$ cat config.mk
export PLATFORM = sky130hd
export DESIGN_NAME = pipelined_prefix_adder
export DESIGN_NICKNAME = d
export VERILOG_FILES = /design/src/rtl/pipelined_prefix_adder.sv
export SDC_FILE = /design/constraint.sdc
export NUM_CORES = 2
export LEC_CHECK = 0
export CORE_MARGIN = 2
export CORE_UTILIZATION = 45
export DETAILED_ROUTE_END_ITERATION = 8
export PLACE_DENSITY = 0.67
export SYNTH_ARGS = -nofsm -noshare
export SYNTH_HDL_FRONTEND = slang
export SYNTH_SLANG_ARGS = --single-unit
$ cat constraint.sdc
create_clock -name clk -period 31.9 [get_ports clk]
set_input_delay 6.38 -clock clk [delete_from_list [all_inputs] [get_ports clk]]
set_output_delay 6.38 -clock clk [all_outputs]
set_load 0.1 [all_outputs]
$ cat src/rtl/pipelined_prefix_adder.sv
// Segmented Kogge-Stone add/subtract with a pipeline register every STAGE_LVLS prefix levels.
// Define PPA_FLAGS_EN to add the registered out_zero / out_ovf result flags.
module pipelined_prefix_adder #(
  parameter int WIDTH      = 128,
  parameter int SEG_W      = 64,
  parameter int STAGE_LVLS = 2
) (
  input  logic             clk,
  input  logic             rst_n,
  input  logic             in_valid,
  output logic             in_ready,
  input  logic [WIDTH-1:0] in_a,
  input  logic [WIDTH-1:0] in_b,
  input  logic             in_cin,
  input  logic             in_sub,
  output logic             out_valid,
  input  logic             out_ready,
  output logic [WIDTH-1:0] out_sum,
  output logic             out_cout
`ifdef PPA_FLAGS_EN
  ,
  output logic             out_zero,
  output logic             out_ovf
`endif
);

  localparam int L    = $clog2(WIDTH);
  localparam int S    = $clog2(SEG_W);
  localparam int NS   = WIDTH / SEG_W;
  localparam int CL   = (NS > 1) ? $clog2(NS) - 1 : 0;
  localparam int HALF = NS / 2;
  localparam int SL   = (STAGE_LVLS > 0) ? STAGE_LVLS : 1;

  logic             adv;
  logic [WIDTH-1:0] g_src    [0:L];
  logic [WIDTH-1:0] p_src    [0:L];
  logic [WIDTH-1:0] prop_src [0:L];
  logic             c0_src   [0:L];
  logic             valid_src[0:L];

  assign adv      = out_ready | ~out_valid;
  assign in_ready = adv;

  logic [WIDTH-1:0] b_eff;
  logic [WIDTH-1:0] p0;
  logic             c0;

  always_comb begin
    b_eff = in_sub ? ~in_b : in_b;
    c0    = in_sub | in_cin;
    p0    = in_a ^ b_eff;
  end

  // c0 is folded into the bit-0 generate so group generates become carries directly
  assign g_src[0]     = (in_a & b_eff) | {{(WIDTH-1){1'b0}}, p0[0] & c0};
  assign p_src[0]     = p0;
  assign prop_src[0]  = p0;
  assign c0_src[0]    = c0;
  assign valid_src[0] = in_valid & in_ready;

  for (genvar gi = 1; gi <= L; gi++) begin : g_lvl
    localparam bit REG_HERE = (STAGE_LVLS > 0) && ((gi % SL) == 0) && (gi < L);

    logic [WIDTH-1:0] g_cmb;
    logic [WIDTH-1:0] p_cmb;

    for (genvar gj = 0; gj < WIDTH; gj++) begin : g_bit
      if (gi <= S && (gj % SEG_W) >= (1 << (gi - 1))) begin : g_ks
        localparam int D = 1 << (gi - 1);
        assign g_cmb[gj] = g_src[gi-1][gj] | (p_src[gi-1][gj] & g_src[gi-1][gj-D]);
        assign p_cmb[gj] = p_src[gi-1][gj] & p_src[gi-1][gj-D];
      end else if (gi > S && gi <= S + CL && (gj % SEG_W) == SEG_W - 1 &&
                   (gj / SEG_W) >= (1 << (gi - S - 1))) begin : g_xs
        // segment-level Kogge-Stone on the top bit of each segment
        localparam int D = SEG_W << (gi - S - 1);
        assign g_cmb[gj] = g_src[gi-1][gj] | (p_src[gi-1][gj] & g_src[gi-1][gj-D]);
        assign p_cmb[gj] = p_src[gi-1][gj] & p_src[gi-1][gj-D];
      end else if (gi == L && NS > 1) begin : g_fan
        // Segment tops now span HALF segments; one more combine gives the full prefix,
        // which is then fanned out to every bit of the segment that needs it.
        localparam int  SEG = gj / SEG_W;
        localparam bit  TOP = (gj % SEG_W) == SEG_W - 1;
        localparam int  K   = TOP ? SEG + 1 : SEG;
        localparam int  TK  = K * SEG_W - 1;
        localparam int  TF  = (K - 1 - HALF) * SEG_W + SEG_W - 1;
        logic seg_c;
        if (K == 0) begin : g_k0
          assign seg_c = 1'b0;
        end else if (K - 1 >= HALF) begin : g_k2
          assign seg_c = g_src[gi-1][TK] | (p_src[gi-1][TK] & g_src[gi-1][TF]);
        end else begin : g_k1
          assign seg_c = g_src[gi-1][TK];
        end
        if (TOP) begin : g_top
          assign g_cmb[gj] = seg_c;
        end else begin : g_mid
          assign g_cmb[gj] = g_src[gi-1][gj] | (p_src[gi-1][gj] & seg_c);
        end
        assign p_cmb[gj] = p_src[gi-1][gj];
      end else begin : g_pass
        assign g_cmb[gj] = g_src[gi-1][gj];
        assign p_cmb[gj] = p_src[gi-1][gj];
      end
    end

    if (REG_HERE) begin : g_pipe
      logic [WIDTH-1:0] grp_g_reg;
      logic [WIDTH-1:0] grp_p_reg;
      logic [WIDTH-1:0] prop_reg;
      logic             c0_reg;
      logic             valid_reg;

      always_ff @(posedge clk) begin
        if (!rst_n) begin
          valid_reg <= 1'b0;
        end else if (adv) begin
          valid_reg <= valid_src[gi-1];
          grp_g_reg <= g_cmb;
          grp_p_reg <= p_cmb;
          prop_reg  <= prop_src[gi-1];
          c0_reg    <= c0_src[gi-1];
        end
      end

      assign g_src[gi]     = grp_g_reg;
      assign p_src[gi]     = grp_p_reg;
      assign prop_src[gi]  = prop_reg;
      assign c0_src[gi]    = c0_reg;
      assign valid_src[gi] = valid_reg;
    end else begin : g_comb
      assign g_src[gi]     = g_cmb;
      assign p_src[gi]     = p_cmb;
      assign prop_src[gi]  = prop_src[gi-1];
      assign c0_src[gi]    = c0_src[gi-1];
      assign valid_src[gi] = valid_src[gi-1];
    end
  end

  // after the last level g_src[L][i] is the carry out of bit i
  logic [WIDTH-1:0] carry;
  logic [WIDTH-1:0] sum_next;

  assign carry    = {g_src[L][WIDTH-2:0], c0_src[L]};
  assign sum_next = prop_src[L] ^ carry;

  always_ff @(posedge clk) begin
    if (!rst_n) begin
      out_valid <= 1'b0;
      out_sum   <= '0;
      out_cout  <= 1'b0;
`ifdef PPA_FLAGS_EN
      out_zero  <= 1'b0;
      out_ovf   <= 1'b0;
`endif
    end else if (adv) begin
      out_valid <= valid_src[L];
      out_sum   <= sum_next;
      out_cout  <= g_src[L][WIDTH-1];
`ifdef PPA_FLAGS_EN
      out_zero  <= (sum_next == '0);
      out_ovf   <= carry[WIDTH-1] ^ g_src[L][WIDTH-1];
`endif
    end
  end

endmodule

**Word level (Yosys, flattened, before mapping)**

Cells that the tools add are included.

- Word-level logic and storage cells: 2084
- Register bits: 1288

- Reductions and logical operators: 1
- Bitwise logic cells: 2064
- Multiplexer cells: 1

Operator list:

| operator | number |
|---|---|
| AND 1 bit | 1350 |
| OR 1 bit | 708 |
| bitwise XOR 128 bit | 2 |
| AND 128 bit | 1 |
| 2-to-1 mux 128 bit | 1 |
| NOT 128 bit | 1 |
| OR 128 x 1 -> 128 bit | 1 |
| AND reduction 2 bit | 1 |
| NOT 1 bit | 1 |

**Longest topological paths before layout**

- Word-level depth: 9
- Mapped depth: 7
- Depth with buffers taken out: 5

**Least setup slack after synthesis**

No wires, ideal clock.

- Path type: input to register
- Start: input rst_n
- End: register g_lvl[2].g_pipe.c0_reg (enable)
- Arrival: 30.846 ns
- Path buffers: 3
- Setup slack: -0.530 ns
- Library setup time: 1.583 ns
- Required time: 30.317 ns
- Stages: 4
- Path through: buf_2 > buf_4 > buf_6 > and2_1

- Longest elaborated chain between the ends: 1

RTL lines:

| element | RTL line | source |
|---|---|---|
| start, declared | 9 | `input logic rst_n,` |
| AND reduction 2 bit (no line) | - |  |
| end signal, assigned | 121 | `c0_reg <= c0_src[gi-1];` |
| end, declared | 110 | `logic c0_reg;` |

Every way passes these cells.
A chain may end at the register's enable or synchronous reset.

**Final worst setup path**

- Start: input out_ready
- End: output in_ready

- Longest elaborated chain between the ends: 1

RTL lines:

| element | RTL line | source |
|---|---|---|
| start, declared | 17 | `input logic out_ready,` |
| OR 1 bit | 41 | `assign adv = out_ready \| ~out_valid;` |
| end, declared | 11 | `output logic in_ready,` |

Every way passes these cells.

==> results.txt <==
----------------------------------------------------
[Synth]
  Cell area after synthesis ... ~0.047 sq mm
  Post-synthesis area per instance ... 14.7 sq um
  Nets in the synthesized netlist ... roughly 3600
  Unique masters post-synth ... 31
  Most frequently used flop master after synthesis ... sky130_fd_sc_hd__edfxtp_1
  Sequential fraction of the synthesis area ... 74.2%
  Cell count after synthesis ... about 3200
  Post-synth EDFFs ... around 1100
  Fraction of registers with async set or reset after synthesis ... 0%
  Warnings from Yosys ... 0
  Flop and latch count out of synthesis ... between 1000 and 1500

[Clock network]
  Max H-tree Level ... 3
  Clock transition at the registers of the reported paths ... around 0.06 ns
  Root Buffer Master ... sky130_fd_sc_hd__clkbuf_16
  Number of buffers inserted by hold repair at cts ... 0
  Post-cts sizing count ... 0
  Clock insertion delay at the later pin of the skew report ... just over 0.7 ns
  TritonCTS clock tree ... done
  CTS Buf Count ... around 120
  Clock Tree Buf Depth ... 3
  Number of buffers inserted to repair setup after CTS ... 0
  Number of sinks driven by the clock tree ... 1201

[Floorplanning]
  Number of placement rows ... 118
  Die Span Y ... approximately 330 um
  Number of placed I/O pins ... 393
  Die Width ... ~330 um
  Core area ... roughly 0.10 sq mm
  Die area ... 0.107 sq mm
  Initial Util ... between 40% and 50%

[Route]
  Sum of routed wire length over all layers ... roughly 110 mm
  DRC violation count after routing ... 0
  Routed wirelength normalized by instance count ... between 20 and 25 um
  Vias after detailed routing ... around 27000
  Average vias per placed instance ... approximately 5.3
  Iteration-0 DRC Markers ... ~2700
  Remaining antenna violation count after routing ... 0
  First-pass detailed-route iteration total ... 7

[Timing]
  Share of the clock period used by the worst path ... around 47%
  Final-layout setup total negative slack ... 0 ns
  Tightest hold margin ... a little over 0.4 ns
  Maximum achievable frequency ... 66.4 MHz
  RSZ-0062 raised after global routing ... no
  Final setup violation count ... 0
  Max-slew headroom ... between 20% and 30%
  Period minus WS final ... 15.06 ns
  Transition at the pin with the smallest max-transition slack ... ~1.2 ns
  Pins over their slew limit ... 0
  Worst clock skew ... around 0.032 ns
  Post-route worst setup slack ... 16.84 ns
  Final count of hold timing violations ... 0

[Place]
  Placed Instance Area ... around 0.052 sq mm
  Worst setup slack after placement ... around 17 ns
  Half-perimeter wire length after detailed placement ... ~80 mm
  IO buf count ... around 390
  Gpl congestion ... about 0.9

[Hold path]
  Path class of the lowest-slack min-delay path ... flop to flop

[Finish]
  Flip-flop count of the largest register after layout ... 384
  Area added between synthesis and finish ... 19.7%
  Fraction of layout instances using a drive strength above 1 ... under 10%
  Sequential cell area ... between 0.03 and 0.04 sq mm
  Area of all placed cells without fillers ... between 0.05 and 0.06 sq mm
  Total number of nets in the final design ... between 4000 and 5000
  Fill cell count ... 8456
  Multi-input combinational cell area ... around 0.012 sq mm

[Global routing]
  Via count of the first global-routing pass ... roughly 27000
  Maximum number of pins on one net before global-route repair ... around 220
  Global-route total usage across every layer ... 20.2%
  Leftover overflow at the end of global routing ... 0
  Number of antenna violations at the first check in global routing ... 0
  Wire length of the first global-routing pass ... ~160 mm

[Power and ir drop]
  Cell leakage power ... about 21 nW
  Peak VDD IR ... roughly 0.045 mV
  Pwr/cell area ... a little under 70 mW/mm^2

[Critical path]
  Endpoint class of the critical path ... primary output
  Data arrival time at the worst-slack endpoint ... between 8 and 9 ns
  Largest fanout on the critical path ... 48
  Startpoint kind of the worst setup timing path ... input pin
  Worst EP required ... about 26 ns
  Startpoint-to-endpoint class of the critical path ... input pin to primary output
  Flop2flop setup slack ... around 26 ns

[Run status]
  Outcome ... completed

[Job]
  Number of max-capacitance violations reported ... 0

----------------------------------------------------
power breakdown:
part	switching [mW]	internal, mW
Sequential	0.0681	1.89
Combinational	0.344	0.149
Clock	0.576	0.800
cell type report:
class	instances	share of cell area, %
sequential	1201	62.0
clock buffer	148	5.54
multi-input combinational	1899	20.7
timing repair buffer	410	7.32
clock inverter	67	1.28
inverter	3	0.0290
antenna	2	0.00894
tap	1380	3.08
per-layer routing:
metal,share of wire [%],wire [um],vias up,track usage [%]
met3,5.0,5540,161,2.79
met4,2.8,3050,0,6.68
met5,0,0,-,0
met2,53,58400,794,36.9
li1,-,-,13000,-
met1,39,43200,13300,24.5
cell families (layout without fill, tap and decap cells):
kind of cell	count (synthesis)	count (layout)	synth area share (%)
buffers and inverters	87	628	0.976
flip-flops	1201	1201	74.2
AND/OR/NAND/NOR	880	880	8.99
other	0	2	0
XOR/XNOR	193	193	3.61
adder cells (fa/ha/maj)	129	129	3.45
AO/OA/AOI/OAI	697	697	8.74
synthesized netlist by cell type (4+ instances only):
cell / instances / area (sq um)
sky130_fd_sc_hd__edfxtp_1: 1068 / 32100
sky130_fd_sc_hd__nand2_1: 331 / 1240
sky130_fd_sc_hd__a21oi_1: 301 / 1510
sky130_fd_sc_hd__o21ai_0: 218 / 1090
sky130_fd_sc_hd__nor2_1: 215 / 807
sky130_fd_sc_hd__nand3_1: 142 / 711
sky130_fd_sc_hd__dfxtp_1: 133 / 2660
sky130_fd_sc_hd__ha_1: 129 / 1610
sky130_fd_sc_hd__xor2_1: 128 / 1120
sky130_fd_sc_hd__a21o_1: 106 / 796
sky130_fd_sc_hd__xnor2_1: 65 / 569
sky130_fd_sc_hd__o211a_1: 64 / 641
sky130_fd_sc_hd__nand4_1: 62 / 388
sky130_fd_sc_hd__or4b_1: 62 / 621
sky130_fd_sc_hd__buf_2: 41 / 205
sky130_fd_sc_hd__and2_1: 38 / 238
sky130_fd_sc_hd__and3_1: 26 / 163
sky130_fd_sc_hd__clkbuf_1: 26 / 97.6
sky130_fd_sc_hd__buf_4: 9 / 67.6
sky130_fd_sc_hd__buf_6: 6 / 67.6
sky130_fd_sc_hd__a21boi_0: 4 / 30.0
critical path: stages:
cell,delay (ns)
sky130_fd_sc_hd__clkdlybuf4s50_1,0.50
sky130_fd_sc_hd__nor2b_4,0.05
sky130_fd_sc_hd__buf_4,0.29
sky130_fd_sc_hd__inv_6,0.27
sky130_fd_sc_hd__clkdlybuf4s50_1,1.18
per-stage QoR:
stage | power (mW) | utilization, % | cells
final | 3.83 | 54.2 | 5110
after global routing | 3.96 | 54.2 | 5108
after CTS | 3.85 | 54.2 | 5108
after detailed placement | 2.48 | 50.5 | 4893
after global placement | 2.47 | 50.5 | 4893
after floorplan | 2.32 | - | 3187
placed cells by master, fill, tap and decap left out, types with 64 or more instances in the layout:
cell,instances
sky130_fd_sc_hd__nor2_1,215
sky130_fd_sc_hd__ha_1,129
sky130_fd_sc_hd__o211a_1,64
sky130_fd_sc_hd__a21o_1,106
sky130_fd_sc_hd__o21ai_0,218
sky130_fd_sc_hd__nand3_1,142
sky130_fd_sc_hd__nand2_1,331
sky130_fd_sc_hd__edfxtp_1,1068
sky130_fd_sc_hd__dfxtp_1,133
sky130_fd_sc_hd__clkdlybuf4s50_1,390
sky130_fd_sc_hd__xor2_1,128
sky130_fd_sc_hd__clkbuf_16,118
sky130_fd_sc_hd__a21oi_1,301
sky130_fd_sc_hd__xnor2_1,65
final timing paths:
check,from,end,cells past startpoint
setup / recovery,out_ready,in_ready,5
hold / removal,g_lvl[4].g_pipe.prop_reg[82],g_lvl[6].g_pipe.prop_reg[82],0
hold reg to reg,g_lvl[4].g_pipe.prop_reg[82],g_lvl[6].g_pipe.prop_reg[82],0
setup reg to reg,out_valid,g_lvl[2].g_pipe.grp_p_reg[13],8
Power figures use the tool's default switching activity.
